`src/rtl/mem_arb_pkg.sv`:
```
// Shared types and constants for the two-requester memory-port arbiter.
// Requester index 0 is instruction fetch, index 1 is load/store.
package mem_arb_pkg;

    typedef enum logic [1:0] {
        OWN_NONE = 2'd0,
        OWN_I    = 2'd1,
        OWN_D    = 2'd2
    } owner_e;

    localparam logic [2:0] FUNCT3_LW = 3'b010;
    localparam int unsigned REQ_I = 0;
    localparam int unsigned REQ_D = 1;

endpackage

```
`src/rtl/arb_pick2.sv`:
```
// Combinational 2-way picker: grants a lone requester, or the preferred one
// when both request. pref=0 prefers req[0], pref=1 prefers req[1].
module arb_pick2 (
    input  logic [1:0] req,
    input  logic       pref,
    output logic [1:0] gnt
);

    always_comb begin
        if (&req) begin
            gnt = pref ? 2'b10 : 2'b01;
        end else begin
            gnt = req;
        end
    end

endmodule

```
`src/rtl/mem_arbiter.sv`:
```
// Arbitrates the single data-memory port between fetch and load/store, and
// steers the one-cycle-latency read data back to its owner.
// Define MEM_ARB_RR_EN for round-robin; otherwise load/store has fixed priority.
module mem_arbiter
    import mem_arb_pkg::*;
#(
    parameter int ADDR_W = 32,
    parameter int DATA_W = 32
) (
    input  logic              clk,
    input  logic              rst,

    input  logic              i_req,
    input  logic [ADDR_W-1:0] i_addr,
    output logic              i_gnt,
    output logic              i_rvalid,
    output logic [DATA_W-1:0] i_rdata,

    input  logic              d_req,
    input  logic              d_we,
    input  logic [ADDR_W-1:0] d_addr,
    input  logic [DATA_W-1:0] d_wdata,
    input  logic [2:0]        d_funct3,
    output logic              d_gnt,
    output logic              d_rvalid,
    output logic [DATA_W-1:0] d_rdata,

    output logic              mem_wen,
    output logic [ADDR_W-1:0] mem_ra,
    output logic [ADDR_W-1:0] mem_wa,
    output logic [DATA_W-1:0] mem_wd,
    output logic [2:0]        mem_funct3,
    input  logic [DATA_W-1:0] mem_rd
);

    logic [1:0] req_v;
    logic [1:0] gnt;
    logic       pref;
    owner_e     state;
    owner_e     state_nxt;

    // Masking requests during reset keeps grants and memory writes quiet.
    assign req_v = {d_req & ~rst, i_req & ~rst};

    arb_pick2 u_pick (
        .req  (req_v),
        .pref (pref),
        .gnt  (gnt)
    );

    assign i_gnt = gnt[REQ_I];
    assign d_gnt = gnt[REQ_D];

`ifdef MEM_ARB_RR_EN
    logic ptr;

    // NOTE: sequential state uses non-blocking (<=) so every flop samples
    // pre-edge values; blocking here would create order-dependent races.
    always_ff @(posedge clk) begin
        if (rst) begin
            ptr <= 1'b0;
        end else if (|gnt) begin
            ptr <= gnt[REQ_I];
        end
    end

    assign pref = ptr;
`else
    assign pref = 1'b1;
`endif

    // NOTE: every output gets a default at the top of the block so no path
    // leaves it unassigned, which would otherwise infer a latch.
    always_comb begin
        mem_wen    = 1'b0;
        mem_ra     = '0;
        mem_wa     = '0;
        mem_wd     = '0;
        mem_funct3 = '0;
        if (gnt[REQ_I]) begin
            mem_ra     = i_addr;
            mem_funct3 = FUNCT3_LW;
        end else if (gnt[REQ_D]) begin
            mem_funct3 = d_funct3;
            if (d_we) begin
                mem_wen = 1'b1;
                mem_wa  = d_addr;
                mem_wd  = d_wdata;
            end else begin
                mem_ra = d_addr;
            end
        end
    end

    always_comb begin
        state_nxt = OWN_NONE;
        if (gnt[REQ_I]) begin
            state_nxt = OWN_I;
        end else if (gnt[REQ_D] && !d_we) begin
            state_nxt = OWN_D;
        end
    end

    always_ff @(posedge clk) begin
        if (rst) begin
            state <= OWN_NONE;
        end else begin
            state <= state_nxt;
        end
    end

    // Gated by rst so a read in flight when reset arrives never returns.
    assign i_rvalid = (state == OWN_I) && !rst;
    assign d_rvalid = (state == OWN_D) && !rst;
    assign i_rdata  = mem_rd;
    assign d_rdata  = mem_rd;

endmodule

```
`config.mk`:
```
export PLATFORM = sky130hd
export DESIGN_NAME = mem_arbiter
export DESIGN_NICKNAME = d
export VERILOG_FILES = /design/src/rtl/mem_arb_pkg.sv /design/src/rtl/arb_pick2.sv /design/src/rtl/mem_arbiter.sv
export SDC_FILE = /design/constraint.sdc
export NUM_CORES = 1
export LEC_CHECK = 0
export BUFFER_PORTS_ARGS = -buffer_cell sky130_fd_sc_hd__buf_4
export CAP_MARGIN = 20
export CELL_PAD_IN_SITES_DETAIL_PLACEMENT = 2
export CELL_PAD_IN_SITES_GLOBAL_PLACEMENT = 2
export CORE_ASPECT_RATIO = 0.7
export CORE_MARGIN = 10
export CORE_UTILIZATION = 10
export DETAILED_ROUTE_END_ITERATION = 6
export GPL_ROUTABILITY_DRIVEN = 0
export GPL_TIMING_DRIVEN = 1
export HOLD_SLACK_MARGIN = 0.02
export PLACE_DENSITY = 0.94
export SLEW_MARGIN = 10
export SYNTH_ARGS = -nofsm -noshare
export SYNTH_HDL_FRONTEND = slang
export SYNTH_SLANG_ARGS = --single-unit
```
`constraint.sdc`:
```
create_clock -name clk -period 2.9 [get_ports clk]
set_clock_uncertainty 0.1 [all_clocks]
set_input_delay 0.435 -clock clk [delete_from_list [all_inputs] [get_ports clk]]
set_output_delay 0.435 -clock clk [all_outputs]
set_load 0.05 [all_outputs]
```
[After elaboration in Yosys (flattened, before gate mapping)]
Index checks and enable logic that the tools add are counted.
Storage, ports and cells
  register bits: 2
  output and inout port bits: 168
  logic and storage cells: 31
Operators by class
  muxes and demuxes: 17
  reduce and logical (&&, ||, !) cells: 7
  equal/unequal tests: 2
  bitwise gates (word level): 3
Operator list (count)
  2-to-1 mux 32 bit: 9
  2-to-1 mux 3 bit: 2
  2-to-1 mux 1 bit: 4
  2-to-1 mux 2 bit: 2
  logical AND 1 bit: 3
  bitwise AND 1 bit: 2
  == test 2 x 1 -> 1 bit (second input constant): 1
  == test 2 bit (second input constant): 1
  zero test 1 bit: 2
  AND reduction 2 bit: 1
  OR reduction 2 bit: 1
  NOT 1 bit: 1

[Depth between registers and ports, before layout]
  depth after elaboration: 7
  gate-level depth with buffers: 5

[Hierarchy]
A second synthesis with hierarchy kept.
Unflattened totals
  cell total of the unflattened synthesis: 259
  area, all modules: 1625.3 um^2
By module, submodules not included
  mem_arbiter: cells an instance 256, times used 1, area an instance 1606.5 um^2, sequential area each 40.0 um^2
  arb_pick2: cells an instance 3, times used 1, area an instance 18.8 um^2, sequential area each 0.0 um^2

[Least setup slack after synthesis]
OpenSTA, ideal clock, no wires.
  path kind: input -> output
  from: in rst
  to: out mem_ra[28]
  arrival time: 1.928 ns
  stages on the path: 3
  path buffers: 1
  path slack: 0.437 ns
  path through: buf_6 -> nand2b_1 -> o32ai_1
Between the ends
  cells in the longest elaborated chain, start to end: 6
  elaborated cells between the ends (all ways): 7
  classes of those cells: mux: 3; bitwise: 3; reduce/logical: 1
RTL lines
  start, declared: RTL line mem_arbiter.sv:11  | input logic rst,
  NOT 1 bit (*): RTL line mem_arbiter.sv:43  | assign req_v = {d_req & ~rst, i_req & ~rst};
  bitwise AND 1 bit: RTL line mem_arbiter.sv:43
  AND reduction 2 bit: RTL line arb_pick2.sv:10  | if (&req) begin
  2-to-1 mux 2 bit (*): RTL line arb_pick2.sv:10
  2-to-1 mux 32 bit: RTL line mem_arbiter.sv:83  | end else if (gnt[REQ_D]) begin
  2-to-1 mux 32 bit (*): RTL line mem_arbiter.sv:80  | if (gnt[REQ_I]) begin
  end, declared: RTL line mem_arbiter.sv:29  | output logic [ADDR_W-1:0] mem_ra,
Every way passes the cells marked *; elsewhere a longest branch is shown, timed or not.

[Final worst setup path]
  from: in d_req
  to: out mem_wa[1]
Between the ends
  cells in the longest elaborated chain, start to end: 5
RTL lines
  start, declared: RTL line mem_arbiter.sv:19  | input logic d_req,
  bitwise AND 1 bit (*): RTL line mem_arbiter.sv:43
  AND reduction 2 bit: RTL line arb_pick2.sv:10
  2-to-1 mux 2 bit (*): RTL line arb_pick2.sv:10
  2-to-1 mux 32 bit: RTL line mem_arbiter.sv:83
  2-to-1 mux 32 bit (*): RTL line mem_arbiter.sv:80
  end, declared: RTL line mem_arbiter.sv:30  | output logic [ADDR_W-1:0] mem_wa,
Marks and branches as above.

==> results.md <==
- Status: finished clean
- Top cell type's share of synthesized area: 0.297
- DRT Wirelength: approximately 10 mm
- Clk slew on worst S/H paths: 0.03 ns
- Mapped Cells: between 200 and 300
- Post-CTS Setup Inserts: 0
- Core area: ~0.016 mm²
- I/O Pins: a little over 300
- Hold endpoint: state[1]$_SDFF_PP0_
- Fmax: about 450 MHz
- Area added between synthesis and finish: 81.6%
- Final cell count without fillers: around 620
- Final core occ: 0.184
- Hold slack: 0.320 ns
- Cell Pwr Density: 244 mW/mm²
- Top Registers: state (2)
- Initial antenna violation count: 0
- Mapped Area: roughly 0.0016 mm²
- Routed Antenna Nets: 0
- Endpoints failing setup: 0
- First-pass detailed-route iteration total: 4
- CP arrival: between 1.5 and 2 ns
- GRT overflow: 0
- CTS buffer count: 3
- Worst slew pin tran: around 0.38 ns
- Clock Path Buffers: 2
- DP Cell Count: 616
- Max FFs per register: 2
- Synth area leaders: buf_4, and2_1, nand2_1
- Final Max Slew Viols: 0
- Slew HR: 0.747
- Synthesized Nets: 401
- Largest net degree at the start of global routing: 47
- Register bit total from synthesis: 2
- Min-delay src: d_we
- Syn. warnings: 0
- Startpoint types: input pin
- Via count: roughly 2200
- Die width: ~170 µm
- Met3 WL: between 1 and 1.5 mm
- Yosys top cell by area: buf_4
- Setup_tns: 0 ns
- Final Hold Vio Count: 0
- CP Data Required Time: approximately 2.4 ns
- RSZ-0062 raised after global routing: false
- Crit-path max FO: 46
- Via density: around 3.6
- Top reg by flops: state
- CTS sink cnt: 2
- Top sig layer: met4
- Wire length per cell: 16.4 µm
- Htree depth: 1
- WS Path Type: in2out
- Met2 WL: 4.84 mm
- Final HPWL DP: between 9 and 10 mm
- Mean post-synth cell area: around 6.2 µm²
- Total Power: around 0.73 mW
- Rows: 39
- Hold path depth: 2
- 1st-iter DRT viols: 46
- CTS hold repair buffers: 0
- Clk root buf: clkbuf_16
- Input/output buffers: just over 200
- Global-route wire length before repair: approximately 15 mm
- Global Route Usage Sum: 0.0842
- DRC: 0
- NumNets Final: between 500 and 600
- Leak: 1.56 nW
- Post-CTS sizing: 0
- Antenna cells: 0
- Vias in the first global route: between 2000 and 2500
- Die Footprint: approximately 0.022 mm²
- Peak VDD IR: about 0.00013 V
- Max cap viols: 0
- CTS tree: done
- Crit share post-route: 0.765
- Min Tclk post-route: between 2 and 2.5 ns
- Hold Crit Class: in2reg
- Number of library cell types mapped by synthesis: 19
- Sequential area share after synthesis: 0.0244
- Die H: about 130 µm
- WL met1: between 4 and 5 mm
- Layout cells sized above 1: 0.574
- CP Capture Type: output port
- Starting Density: 0.101
cell type report:
type / instances / area (µm²)
Timing Repair Buffer: 214 / 1610
Tap cell: 225 / 282
Inverter: 2 / 7.51
Fill cell: 1968 / 13200
Sequential cell: 2 / 40.0
Multi-Input combinational cell: 173 / 972
Clock buffer: 3 / 75.1
layout by cell type, fill, tap and decap left out:
| cell | synthesis | final |
|---|---|---|
| o32ai_1 | 1 | 1 |
| nor2_1 | 3 | 3 |
| buf_4 | 65 | 214 |
| nand2b_1 | 2 | 2 |
| and2_1 | 65 | 65 |
| clkbuf_16 | 0 | 3 |
| inv_1 | 2 | 2 |
| a21oi_1 | 1 | 1 |
| o22ai_2 | 8 | 8 |
| nand2_1 | 64 | 64 |
| and3_1 | 1 | 1 |
| dfxtp_1 | 2 | 2 |
| and3b_2 | 0 | 1 |
| o22ai_1 | 23 | 23 |
| nor3b_1 | 2 | 2 |
| or2_1 | 2 | 2 |
how the worst max path moves through the flow:
stage	end	slack, ns	from
CTS	mem_wa[4]	0.61	d_req
global placement	mem_wd[18]	0.68	d_req
detailed placement	mem_wa[4]	0.61	d_req
global route	mem_wa[4]	0.53	d_req
finish	mem_wa[1]	0.68	d_req
floorplan	mem_ra[28]	0.44	rst
kinds of logic (layout without fill, tap and decap cells):
logic type / after synthesis / in the layout / synth area share
compound gates: 33 / 33 / 0.157
buf+inv: 90 / 219 / 0.385
flops: 2 / 2 / 0.0244
simple gates: 140 / 140 / 0.434
critical path, cell delays in order:
cell and delay (ns):
buf_4 0.26, and3b_2 0.25, buf_4 0.31, and2_1 0.20, buf_4 0.20
metal layers:
metal,vias up,track usage
met5,-,0
met4,0,0.0126
met3,8,0.0424
met2,153,0.144
met1,1005,0.0948
li1,1036,-
Yosys cell counts (all sizes together):
| cell type | instances |
|---|---|
| nor3b | 2 |
| and3 | 1 |
| o32ai | 1 |
| nand2b | 2 |
| buf | 75 |
| clkbuf | 13 |
| dfxtp | 2 |
| nand2 | 64 |
| inv | 2 |
| and3b | 1 |
| a21oi | 1 |
| and2 | 65 |
| nor2 | 3 |
| o22ai | 31 |
| or2 | 2 |
where the power goes:
part,total [mW],internal (mW),switching [mW],leakage (nW)
logic,0.494,0.192,0.301,1.50
clock network,0.206,0.175,0.0307,0.0370
registers,0.0293,0.0289,0.000475,0.0164
total,0.729,0.397,0.333,1.56
per-stage QoR:
stage	setup WS, ns	instance area [µm²]
CTS	0.613	2980
floorplan	0.437	1640
finish	0.682	2980
global route	0.534	2980
global placement	0.682	2910
detailed placement	0.613	2910
(Power assumes the default switching activity.)
